## src/rtl/spm_bank_ctrl.sv

```systemverilog
// spm_bank_ctrl: scratchpad bank controller that maps an axi_to_mem bank port onto NumRows stacked
// SRAM macros and zero-fills them after reset. Optional macro SPM_BANK_OUT_REG_EN registers the response.
module spm_bank_ctrl #(
  parameter int DataWidth   = 64,
  parameter int WordsPerRow = 1024,
  parameter int NumRows     = 1,
  parameter int AddrWidth   = 18
) (
  input  logic                               clk_i,
  input  logic                               rst_ni,
  input  logic                               mem_req_i,
  output logic                               mem_gnt_o,
  input  logic                               mem_we_i,
  input  logic [AddrWidth-1:0]               mem_addr_i,
  input  logic [DataWidth-1:0]               mem_wdata_i,
  input  logic [DataWidth/8-1:0]             mem_strb_i,
  output logic                               mem_rvalid_o,
  output logic [DataWidth-1:0]               mem_rdata_o,
  output logic [NumRows-1:0]                 sram_req_o,
  output logic                               sram_we_o,
  output logic [$clog2(WordsPerRow)-1:0]     sram_addr_o,
  output logic [DataWidth-1:0]               sram_wdata_o,
  output logic [DataWidth/8-1:0]             sram_be_o,
  input  logic [NumRows-1:0][DataWidth-1:0]  sram_rdata_i,
  output logic                               init_done_o,
  output logic                               addr_err_o
);

  localparam int StrbWidth = DataWidth / 8;
  localparam int ByteOffW  = $clog2(StrbWidth);
  localparam int WordW     = $clog2(WordsPerRow);
  localparam int RowSelW   = (NumRows > 1) ? $clog2(NumRows) : 0;
  localparam int RowW      = (NumRows > 1) ? $clog2(NumRows) : 1;

  localparam logic [WordW-1:0] LastWord   = WordW'(WordsPerRow - 1);
  localparam logic [RowW:0]    NumRowsCmp = (RowW + 1)'(NumRows);

  localparam logic [0:0] INIT  = 1'b0;
  localparam logic [0:0] READY = 1'b1;

  logic [0:0]           state_q;
  logic [WordW-1:0]     init_cnt_q;
  logic [WordW-1:0]     word_idx;
  logic [RowW-1:0]      row_idx;
  logic                 row_ok;
  logic                 accept;
  logic                 rsp_valid_q;
  logic                 rsp_we_q;
  logic                 rsp_err_q;
  logic [RowW-1:0]      rsp_row_q;
  logic [DataWidth-1:0] row_rdata;
  logic [DataWidth-1:0] rsp_data;
  logic                 unused_addr_bits;

  assign word_idx         = mem_addr_i[ByteOffW +: WordW];
  assign unused_addr_bits = ^mem_addr_i;

  generate
    if (NumRows > 1) begin : g_multi_row
      assign row_idx = mem_addr_i[ByteOffW + WordW +: RowSelW];
    end else begin : g_single_row
      assign row_idx = '0;
    end
  endgenerate

  // Zero-fill sweeps every word once, then the bank stays READY until the next reset.
  always_ff @(posedge clk_i) begin
    if (!rst_ni) begin
      state_q    <= INIT;
      init_cnt_q <= '0;
    end else if (state_q == INIT) begin
      if (init_cnt_q == LastWord) begin
        state_q    <= READY;
        init_cnt_q <= '0;
      end else begin
        init_cnt_q <= init_cnt_q + 1'b1;
      end
    end
  end

  assign mem_gnt_o   = (state_q == READY);
  assign init_done_o = (state_q == READY);
  assign accept      = mem_req_i & mem_gnt_o;
  assign row_ok      = ({1'b0, row_idx} < NumRowsCmp);
  assign addr_err_o  = accept & ~row_ok;

  always_comb begin
    sram_req_o   = '0;
    sram_we_o    = mem_we_i;
    sram_addr_o  = word_idx;
    sram_wdata_o = mem_wdata_i;
    sram_be_o    = mem_strb_i;
    if (state_q == INIT) begin
      sram_req_o   = '1;
      sram_we_o    = 1'b1;
      sram_addr_o  = init_cnt_q;
      sram_wdata_o = '0;
      sram_be_o    = '1;
    end else if (accept && row_ok) begin
      for (int r = 0; r < NumRows; r++) begin
        sram_req_o[r] = (row_idx == RowW'(r));
      end
    end
  end

  // Remember what was issued so the one-cycle SRAM read data can be steered and masked.
  always_ff @(posedge clk_i) begin
    if (!rst_ni) begin
      rsp_valid_q <= 1'b0;
      rsp_we_q    <= 1'b0;
      rsp_err_q   <= 1'b0;
      rsp_row_q   <= '0;
    end else begin
      rsp_valid_q <= accept;
      if (accept) begin
        rsp_we_q  <= mem_we_i;
        rsp_err_q <= ~row_ok;
        rsp_row_q <= row_idx;
      end
    end
  end

  always_comb begin
    row_rdata = '0;
    for (int r = 0; r < NumRows; r++) begin
      if (rsp_row_q == RowW'(r)) begin
        row_rdata = sram_rdata_i[r];
      end
    end
  end

  assign rsp_data = (rsp_valid_q && !rsp_we_q && !rsp_err_q) ? row_rdata : '0;

`ifdef SPM_BANK_OUT_REG_EN
  logic                 out_valid_q;
  logic [DataWidth-1:0] out_data_q;

  always_ff @(posedge clk_i) begin
    if (!rst_ni) begin
      out_valid_q <= 1'b0;
      out_data_q  <= '0;
    end else begin
      out_valid_q <= rsp_valid_q;
      out_data_q  <= rsp_data;
    end
  end

  assign mem_rvalid_o = out_valid_q;
  assign mem_rdata_o  = out_data_q;
`else
  assign mem_rvalid_o = rsp_valid_q;
  assign mem_rdata_o  = rsp_data;
`endif

endmodule

```

## config.mk

```make
export PLATFORM = sky130hd
export DESIGN_NAME = spm_bank_ctrl
export DESIGN_NICKNAME = d
export VERILOG_FILES = /design/src/rtl/spm_bank_ctrl.sv
export SDC_FILE = /design/constraint.sdc
export NUM_CORES = 1
export LEC_CHECK = 0
export ABC_AREA = 1
export BUFFER_PORTS_ARGS = -buffer_cell sky130_fd_sc_hd__buf_2
export CORE_AREA = 2 2 122 124
export DETAILED_ROUTE_END_ITERATION = 10
export DIE_AREA = 0 0 124 126
export PLACE_DENSITY = 0.48
export SYNTH_ARGS = -nofsm -noshare
export SYNTH_HDL_FRONTEND = slang
export SYNTH_SLANG_ARGS = --single-unit
```

## constraint.sdc

```tcl
create_clock -name clk_i -period 1.8 [get_ports clk_i]
set_input_delay 0.18 -clock clk_i [delete_from_list [all_inputs] [get_ports clk_i]]
set_output_delay 0.18 -clock clk_i [all_outputs]
set_load 0.005 [all_outputs]
```

==> flow_metrics.py, run 1 <==
metrics = {
    "synth": {
        "synth_commonest_cells": "inv_1 (137), nand2_1 (100), nor2_1 (81)",
        "synth_cell_types": 21,
        "yosysTopAreaCell": "inv_1",
        "syn-cell-area_um2": 1840,
        "syn_area_per_cell_um2": 4.68,
        "synth-edff-count": 0,
        "synthArstFlopShare_pct": 0,
        "netlist_top_cells_area": "inv_1 (28%), nand2_1 (20%), nor2_1 (17%)",
        "synth_cells": 393,
        "synth_ff_type": "dfxtp_1",
        "synth-seq-cells": 13,
        "yosys_warnings": 0,
        "synth_nets": 552,
        "yosysMostFrequentCell": "inv_1",
        "synth_top_cell_area_share_pct": 27.9,
        "ys_seq_area_share_pct": 14.1,
    },
    "placement": {
        "placed_cells": 861,
        "dpl.hpwl_um": 7700,
        "gp_congestion": 0.763,
        "port_buffers": 300,
    },
    "timing": {
        "fin_setup_tns_ps": 0,
        "fin_skew_ps": 0.506,
        "min_period_ps": 1400,
        "slew_violations": 0,
        "period_share_pct": 77.9,
        "setup_viol": 0,
        "rsz0062_at_grt": "no",
        "fmax_mhz": 714,
        "hold_viol": 0,
    },
    "power_and_ir_drop": {
        "seqPwrFrac_pct": 32.3,
        "combPwrFrac_pct": 23.4,
        "sw_frac_of_total_pct": 22.6,
        "ir_worst_vdd_uv": 216,
        "power.leakage_nw": 2.90,
        "powerDensity_nw_per_um2": 262,
        "p_int_mw": 0.729,
        "switchingPower_mw": 0.213,
        "clkPwrFrac_pct": 44.4,
    },
    "clocking": {
        "cts.sinks": 13,
        "cts_hold_buf": 0,
        "cts.clk_slew.worst_paths_ps": 40,
        "insertion_delay_ps": 240,
        "numCtsBuffers": 3,
        "htreeDepth": 1,
        "cts_setup_buffers": 0,
        "cts_resized": 0,
        "cts_tree": "yes",
        "cts_root_buffer": "clkbuf_16",
        "cts.path.max_buffers": 2,
    },
    "critical_path": {
        "critPathCaptureType": "primary output",
        "r2r_start": "init_cnt_q[0]",
        "crit_required_ps": 1620,
        "crit_arrival_ps": 1220,
        "crit_path_start_kind": "flip-flop",
        "slowest_delay_ps": 300,
        "cp_num_cells": 5,
        "worst_path_max_delay_cell": "dfxtp_1",
        "cp_max_fo": 60,
        "startpoint": "rsp_we_q",
        "critPathBufInv": 3,
        "reg2regPathDepth": 6,
        "cp_top_family": "buffers and inverters",
        "critPathKind": "flip-flop to primary output",
        "reg2reg_setup_slack_ps": 470,
        "cp_cell_sequence": "inv_1, nand2_2, buf_12, nor2_1, buf_2",
        "r2r_end": "init_cnt_q[9]",
        "critPathCapture": "mem_rdata_o[46]",
    },
    "die": {
        "die_h_um": 126,
        "initial_core_util_pct": 12.9,
        "rows": 44,
        "core_um2": 14300,
        "die_area_um2": 15600,
        "die_w_um": 124,
        "ios": 310,
    },
    "detailed_routing": {
        "drc": 0,
        "avgViaCountPerCell": 3.50,
        "vias": 3031,
        "antenna_left": 0,
        "drt_wl_total_um": 8920,
        "first_pass_iters": 4,
        "wire_per_inst_um": 10.3,
        "drt_iter0_markers": 92,
    },
    "job": {
        "drv_cap": 0,
    },
    "cells_and_area": {
        "num-fill-cells": 1678,
        "area_delta_synth_final_pct": 95.0,
        "num_antenna_cells": 0,
        "instances_no_fill": 865,
        "final_nets": 841,
        "register_area_um2": 262,
        "multiInputGateArea_um2": 951,
        "drive_above_1_share_pct": 46.0,
    },
    "global_route": {
        "grt_pass1_wl_um": 12400,
        "gr-total-overflow": 0,
        "grt_antenna_before_repair": 2,
        "grt_use_total_pct": 10.1,
        "grt_pass1_vias": 2592,
        "grt_max_degree": 67,
    },
    "worst_hold_path": {
        "hold_class": "primary input to flip-flop",
    },
    "outcome": {
        "status": "finished, final reports clean",
    },
}
[flip-flops by register name (all words and copies together) (netlist names)]
signal,flops
init_cnt_q,10
init_done_o,1
mem_rvalid_o,1
rsp_we_q,1
[routing by layer]
layer  part of all wire [%]  GRT usage, %  vias to the layer above
met3                     12          2.63                        6
met5                      0             0                        -
met4                   0.44         0.991                        0
met1                     39          11.6                     1223
met2                     49          19.1                      177
li1                       -             -                     1625
[cells in the final DEF (no fill, tap or decap)]
cell type	instances
nand4_1	2
nor2_2	1
or2_1	10
dfxtp_2	1
buf_4	1
clkbuf_16	3
nor2_1	81
a21oi_1	3
nor3_2	1
inv_1	137
clkbuf_1	1
xor2_1	5
dfxtp_1	12
nor3_1	1
inv_2	1
buf_2	300
nand2_1	99
conb_1	1
o21ai_4	1
nand2_2	2
buf_12	2
ha_1	1
o21ai_0	8
nand3_1	7
[power by group through the flow]
stage | clock network [mW] | registers (mW) | logic [mW]
2_1_floorplan | 0 | 0.306 | 0.0507
5_1_grt | 0.449 | 0.304 | 0.257
6_report | 0.418 | 0.304 | 0.220
3_3_place_gp | 0 | 0.308 | 0.221
4_1_cts | 0.436 | 0.304 | 0.224
3_5_place_dp | 0 | 0.309 | 0.222
[worst min path at each step]
stage / start / endpoint / depth (start not counted)
detailed placement: rsp_we_q / rsp_we_q / 2
global route: rst_ni / init_cnt_q[8] / 3
global placement: mem_req_i / mem_rvalid_o / 3
CTS: rst_ni / init_cnt_q[8] / 3
finish: rst_ni / init_cnt_q[8] / 3
floorplan: rst_ni / init_cnt_q[8] / 2
[cell type report]
cell class                      instances  area share [%]
Tap cell                              184            6.42
Sequential cell                        13            7.29
Timing Repair Buffer                  303            43.2
Multi-Input combinational cell        223            26.5
Clock buffer                            4            2.20
Inverter                              138            14.4
[per-stage QoR]
stage | power [mW] | setup slack, ps | hold slack (ps) | cell area, µm² | utilization, %
after floorplan | 0.357 | 657 | 300 | 1840 | -
after global placement | 0.529 | 499 | 463 | 3510 | 24.5
after detailed placement | 0.531 | 500 | 469 | 3510 | 24.5
after CTS | 0.963 | 376 | 222 | 3590 | 25.1
after global routing | 1.01 | 292 | 232 | 3590 | 25.1
final | 0.941 | 399 | 222 | 3590 | 25.1
[logic make-up after synthesis]
logic type	count (synthesis)	share of synthesized area, %
adders and majority gates	1	0.680
xor gates and xnor gates	5	2.38
DFF	13	14.1
buffers and inverters	157	34.3
and+or+nand+nor	204	44.4
other	1	0.204
AOI/OAI and AO/OA	12	3.88
[worst register-to-register path, stage by stage, from the launching register on]
cell     delay (ps)
dfxtp_1         400
ha_1            220
nand3_1          90
nor2_1           90
nand2_1         120
o21ai_4         210
nor2_1           70
No activity file was read; power rests on OpenSTA's default activity.
==> inputs of run 2 (changes only) <==
==> config.mk (replaced) <==
export PLATFORM = sky130hd
export DESIGN_NAME = spm_bank_ctrl
export DESIGN_NICKNAME = d
export VERILOG_FILES = /design/src/rtl/spm_bank_ctrl.sv
export SDC_FILE = /design/constraint.sdc
export NUM_CORES = 1
export LEC_CHECK = 0
export ABC_AREA = 0
export BUFFER_PORTS_ARGS = -buffer_cell sky130_fd_sc_hd__buf_2
export CORE_AREA = 2 2 119 121
export DETAILED_ROUTE_END_ITERATION = 10
export DIE_AREA = 0 0 121 123
export PLACE_DENSITY = 0.5
export SYNTH_ARGS = -nofsm -noshare
export SYNTH_HDL_FRONTEND = slang
export SYNTH_SLANG_ARGS = --single-unit
==> constraint.sdc (replaced) <==
create_clock -name clk_i -period 1.25 [get_ports clk_i]
set_input_delay 0.125 -clock clk_i [delete_from_list [all_inputs] [get_ports clk_i]]
set_output_delay 0.125 -clock clk_i [all_outputs]
set_load 0.005 [all_outputs]
==> run 2 against run 1 <==
  * The run now ends with negative setup slack left
  * Cell area increased by 38%
  * Area after synthesis decreased by 9.3%
  * Sequential power increased by 45%
  * Power increased by 53%
  * Setup slack got worse by 550 ps
  * Largest power group unchanged
  * Highest routed layer is now met3
==> flow_metrics.py, run 2 <==
metrics = {
    "outcome": {
        "status": "complete, but fails checks",
        "violations": "negative setup slack",
    },
    "synth": {
        "syn_area_per_cell_um2": 7.10,
        "synthArstFlopShare_pct": 0,
        "netlist_top_cells_area": "and2_1 (49%), dfxtp_1 (16%), mux2_2 (5.4%)",
        "synth_cells": 235,
        "syn-cell-area_um2": 1670,
        "synth_nets": 394,
        "synth-seq-cells": 13,
        "yosysMostFrequentCell": "and2_1",
        "synth-edff-count": 0,
        "synth_commonest_cells": "and2_1 (130), clkbuf_1 (17), dfxtp_1 (13), nand2b_1 (13)",
        "yosys_warnings": 0,
        "synth_cell_types": 35,
        "yosysTopAreaCell": "and2_1",
        "ys_seq_area_share_pct": 15.6,
        "synth_top_cell_area_share_pct": 48.7,
        "synth_ff_type": "dfxtp_1",
    },
    "critical_path": {
        "reg2reg_setup_slack_ps": -110,
        "crit_required_ps": 1120,
        "cp_max_fo": 8,
        "r2r_end": "init_cnt_q[7]",
        "critPathKind": "flip-flop to primary output",
        "crit_path_start_kind": "flip-flop",
        "reg2regPathDepth": 4,
        "crit_arrival_ps": 1280,
        "critPathCaptureType": "primary output",
        "r2r_start": "init_done_o",
    },
    "cells_and_area": {
        "multiInputGateArea_um2": 1640,
        "top_register": "init_cnt_q",
        "largest_reg_flops": 10,
        "register_area_um2": 274,
        "final_common_cell": "buf_2",
        "num_antenna_cells": 0,
        "drive_above_1_share_pct": 79.2,
        "area_delta_synth_final_pct": 197,
        "mostFrequentLayoutCells": "buf_2 (225), buf_6 (82), and2_1 (73)",
        "num-fill-cells": 1410,
        "instances_no_fill": 752,
        "fin_area_um2": 4960,
        "final_nets": 732,
    },
    "power_and_ir_drop": {
        "power.leakage_nw": 2.76,
        "powerDensity_nw_per_um2": 291,
        "ir_worst_vdd_uv": 513,
        "power.total_mw": 1.44,
    },
    "worst_hold_path": {
        "hold_depth": 3,
        "hp-start": "mem_we_i",
        "hold_class": "primary input to flip-flop",
        "worstHoldEndpoint": "rsp_we_q",
    },
    "global_route": {
        "grt_max_degree": 36,
        "grt_use_total_pct": 10.6,
        "gr-total-overflow": 0,
        "grt_pass1_wl_um": 12800,
        "grt_pass1_vias": 2337,
        "grt_antenna_before_repair": 0,
    },
    "placement": {
        "placed_cells": 720,
        "port_buffers": 300,
        "place_ws_ps": -30.7,
        "dpl.hpwl_um": 7070,
        "place_area_um2": 3550,
        "gp_congestion": 0.784,
    },
    "die": {
        "die_w_um": 121,
        "die_area_um2": 14900,
        "rows": 43,
        "die_h_um": 123,
        "initial_core_util_pct": 12.3,
        "core_um2": 13600,
        "ios": 310,
    },
    "detailed_routing": {
        "first_pass_iters": 4,
        "vias": 2828,
        "wire_per_inst_um": 14.1,
        "wl_met2_um": 5500,
        "top_layer": "met3",
        "antenna_left": 0,
        "wl_met1_um": 4660,
        "drt_wl_total_um": 10600,
        "met3_length_um": 446,
        "avgViaCountPerCell": 3.76,
        "drt_iter0_markers": 73,
        "drc": 0,
    },
    "timing": {
        "fmax_mhz": 711,
        "setup_viol": 154,
        "hold_viol": 0,
        "slew_violations": 0,
        "min_period_ps": 1410,
        "rsz0062_at_grt": "yes",
        "fin_skew_ps": 3.21,
        "period_share_pct": 112,
        "whs_ps": 181,
        "final.setup.worst_slack_ps": -156,
    },
    "clocking": {
        "cts_root_buffer": "clkbuf_16",
        "cts.clk_slew.worst_paths_ps": 50,
        "htreeDepth": 1,
        "cts.sinks": 13,
        "cts.path.max_buffers": 2,
        "cts_hold_buf": 0,
        "insertion_delay_ps": 240,
        "cts_tree": "yes",
        "numCtsBuffers": 3,
    },
    "job": {
        "drv_cap": 0,
    },
}
## run 2: changes by cell type after synthesis, sizes merged, moves of 3 or more
| cell | delta |
|---|---|
| nand2b | +13 |
| buf | -14 |
| nand3 | -3 |
| mux2 | +8 |
| inv | -136 |
| clkbuf | +16 |
| o21ai | -5 |
| xor2 | -3 |
| nor2 | -80 |
| nand2 | -93 |
| or4 | +3 |
| and2 | +130 |
| or2 | -10 |
## run 2: worst max-delay path by stage
stage | startpoint | end | slack, ps | cells after the start
final | init_done_o | sram_addr_o[1] | -160 | 3
after global routing | mem_rvalid_o | mem_rdata_o[30] | -230 | 5
after CTS | mem_rvalid_o | mem_rdata_o[61] | -160 | 5
after detailed placement | init_cnt_q[7] | init_cnt_q[7] | -30 | 4
after global placement | init_cnt_q[1] | init_cnt_q[9] | -20 | 4
after floorplan | init_cnt_q[1] | init_cnt_q[8] | 4 | 4
## run 2: through the flow
stage,util (%),setup TNS (ps)
after floorplan,-,0
after global placement,26.1,-67.1
after detailed placement,26.1,-125
after CTS,30.1,-14890
after global routing,36.5,-24850
final,36.5,-15840
## run 2: cell families (layout without fill, tap and decap cells)
kind of cell    count (synthesis)  after routing  share of synthesized area (%)
buf+inv                        23            360                           5.77
xor+xnor                        4              4                           2.10
flops                          13             13                           15.6
compound gates                 16             16                           6.82
simple gates                  169            169                           63.3
other cells                     1              1                          0.225
fa+ha+maj                       1              1                          0.750
mux                             8              8                           5.40
## run 2: where the power goes
part	total [mW]	leakage, nW	switching [mW]	internal [mW]
Clock	0.603	0.0382	0.173	0.430
Combinational	0.398	2.62	0.136	0.261
Sequential	0.442	0.109	0.0133	0.428
Total	1.44	2.76	0.323	1.12
## run 2: what timing repair did
| action | CTS | global route |
|---|---|---|
| buffers inserted | 9 | 6 |
| gates resized for setup | 64 | 147 |
| gates cloned | 6 | 11 |
| pin swaps | 5 | 8 |
| setup endpoints to repair | 138 | 158 |
## run 2: worst max-delay path, stage by stage (launching register included)
cell     delay, ps
dfxtp_4        450
buf_12         160
mux2_4         300
buf_6          120
## run 2: layout make-up
| class | count | area share (%) |
|---|---|---|
| clock buffer | 4 | 1.59 |
| inverter | 2 | 0.151 |
| multi-input combinational | 199 | 33.0 |
| sequential | 13 | 5.52 |
| tap | 180 | 4.54 |
| timing repair buffer | 354 | 55.2 |
## run 2: routing by layer
layer	track usage [%]	vias up
li1	-	1423
met1	15.3	1320
met2	17.7	85
met3	1.57	0
met4	0.218	0
met5	0	-
==> inputs of run 3 (changes only) <==
--- a/config.mk
+++ b/config.mk
@@ -6,11 +6,11 @@
 export NUM_CORES = 1
 export LEC_CHECK = 0
 export ABC_AREA = 0
-export BUFFER_PORTS_ARGS = -buffer_cell sky130_fd_sc_hd__buf_2
 export CORE_AREA = 2 2 119 121
 export DETAILED_ROUTE_END_ITERATION = 10
 export DIE_AREA = 0 0 121 123
-export PLACE_DENSITY = 0.5
+export DONT_BUFFER_PORTS = 1
+export PLACE_DENSITY = 0.3
 export SYNTH_ARGS = -nofsm -noshare
 export SYNTH_HDL_FRONTEND = slang
 export SYNTH_SLANG_ARGS = --single-unit
==> run 3 against run 2 <==
  * Combinational power down 71%
  * Clock power is 2% higher
  * Critical endpoint is now mem_rdata_o[16]
  * First-iteration DRC count down 5.5%
  * Hold slack got worse by 170 ps
  * The flow still finishes with violations (negative setup slack)
  * Highest routed layer is now met5
==> flow_metrics.py, run 3 (same netlist as run 2, synthesis figures left out) <==
metrics = {
    "outcome": {
        "status": "complete, but fails checks",
        "violations": "negative setup slack",
    },
    "detailed_routing": {
        "drc": 0,
        "antenna_left": 0,
        "avgViaCountPerCell": 4.09,
        "vias": 1797,
        "drt_iter0_markers": 69,
        "drt_wl_total_um": 8460,
        "first_pass_iters": 6,
        "wire_per_inst_um": 19.3,
    },
    "critical_path": {
        "crit_arrival_ps": 1220,
        "critPathKind": "flip-flop to primary output",
        "critPathMostFrequentCell": "buf_6",
        "slowest_delay_ps": 340,
        "cp_cell_sequence": "nor2b_4, buf_6, buf_6, and2_4",
        "crit_required_ps": 1120,
        "r2r_start": "init_cnt_q[1]",
        "crit_path_start_kind": "flip-flop",
        "worst_path_max_delay_cell": "dfxtp_2",
        "reg2reg_setup_slack_ps": -50,
        "reg2regPathDepth": 5,
        "cp_max_fo": 8,
        "r2r_end": "init_cnt_q[7]",
        "critPathCaptureType": "primary output",
    },
    "global_route": {
        "grt_pass1_vias": 1550,
        "grt_pass1_wl_um": 10100,
        "grt_max_degree": 33,
        "grt_antenna_before_repair": 1,
        "gr-total-overflow": 0,
        "grt_use_total_pct": 9.12,
    },
    "cells_and_area": {
        "multiInputGateArea_um2": 1570,
        "instances_no_fill": 439,
        "register_area_um2": 280,
        "final_util_pct": 20.4,
        "num_antenna_cells": 0,
        "num-fill-cells": 1522,
        "final_common_cell": "and2_1",
        "drive_above_1_share_pct": 51.4,
        "final_nets": 419,
        "top_register": "init_cnt_q",
        "area_delta_synth_final_pct": 66.6,
        "mostFrequentLayoutCells": "and2_1 (72), and2_4 (58), buf_4 (20)",
        "largest_reg_flops": 10,
    },
    "timing": {
        "min_period_ps": 1340,
        "fin_skew_ps": 3.36,
        "whs_ps": 10.7,
        "rsz0062_at_grt": "yes",
        "fmax_mhz": 744,
        "period_share_pct": 107,
        "setup_viol": 104,
        "slew_violations": 0,
        "final.setup.worst_slack_ps": -93.2,
        "fin_setup_tns_ps": -5590,
        "hold_viol": 0,
    },
    "power_and_ir_drop": {
        "ir_worst_vdd_uv": 268,
        "powerDensity_nw_per_um2": 421,
        "power.leakage_nw": 1.15,
    },
    "worst_hold_path": {
        "hold_depth": 1,
        "hold_class": "primary input to flip-flop",
        "hp-start": "rst_ni",
        "worstHoldEndpoint": "init_cnt_q[4]",
    },
    "clocking": {
        "insertion_delay_ps": 240,
        "htreeDepth": 1,
        "cts.sinks": 13,
        "cts_tree": "yes",
        "cts.path.max_buffers": 2,
        "cts_root_buffer": "clkbuf_16",
        "cts.clk_slew.worst_paths_ps": 40,
        "numCtsBuffers": 3,
    },
    "die": {
        "die_w_um": 121,
        "initial_core_util_pct": 12.3,
        "die_area_um2": 14900,
        "rows": 43,
        "core_um2": 13600,
        "ios": 310,
        "die_h_um": 123,
    },
    "job": {
        "drv_cap": 0,
    },
    "placement": {
        "placed_cells": 413,
        "port_buffers": 0,
        "dpl.hpwl_um": 5980,
        "place_ws_ps": -84.9,
        "gp_congestion": 0.886,
    },
}
-- run 3: how the worst max path moves through the flow --
stage	from	endpoint	slack [ps]
floorplan	init_cnt_q[1]	init_cnt_q[8]	4
global placement	init_cnt_q[5]	init_cnt_q[9]	-80
detailed placement	init_cnt_q[5]	init_cnt_q[9]	-80
CTS	mem_rvalid_o	mem_rdata_o[0]	-130
global route	mem_rvalid_o	mem_rdata_o[12]	-160
finish	mem_rvalid_o	mem_rdata_o[16]	-90
-- run 3: timing repair --
item	CTS	global route
setup endpoints to repair	133	146
pin swaps	5	28
gates cloned	9	4
buffers inserted	6	2
hold buffers	1	1
resized for setup	33	75
hold endpoints to repair	1	1
-- run 3: layer usage --
layer  global-route usage (%)  up-vias  routed length, µm
li1                         -      796                  -
met1                     14.0      890               3950
met2                     12.2      104               3840
met3                     3.37        5                629
met4                     1.09        2                 22
met5                        0        -                 16
-- run 3: where the power goes --
part | total [mW] | internal, mW | switching (mW)
Combinational | 0.117 | 0.0684 | 0.0487
Sequential | 0.442 | 0.426 | 0.0159
Clock | 0.613 | 0.431 | 0.182
Total | 1.17 | 0.925 | 0.246
-- run 3: per-stage QoR --
stage                     total power, mW  instance area, µm²
after floorplan                     0.516                1680
after global placement              0.554                1990
after detailed placement            0.554                1990
after CTS                            1.18                2490
after global routing                 1.23                2780
final                                1.17                2780
-- run 3: worst max-delay path: cells and delay by family (launching register included) --
| kind | cells | cell delay (ps) |
|---|---|---|
| DFF | 1 | 340 |
| and+or+nand+nor | 2 | 340 |
| buffers and inverters | 2 | 290 |
-- run 3: layout make-up --
| type | count | share of cell area [%] |
|---|---|---|
| repair buffers | 41 | 22.1 |
| inverters | 2 | 0.270 |
| flip-flops and latches | 13 | 10.1 |
| multi-input cells | 199 | 56.6 |
| well taps | 180 | 8.10 |
| clock buffers | 4 | 2.84 |
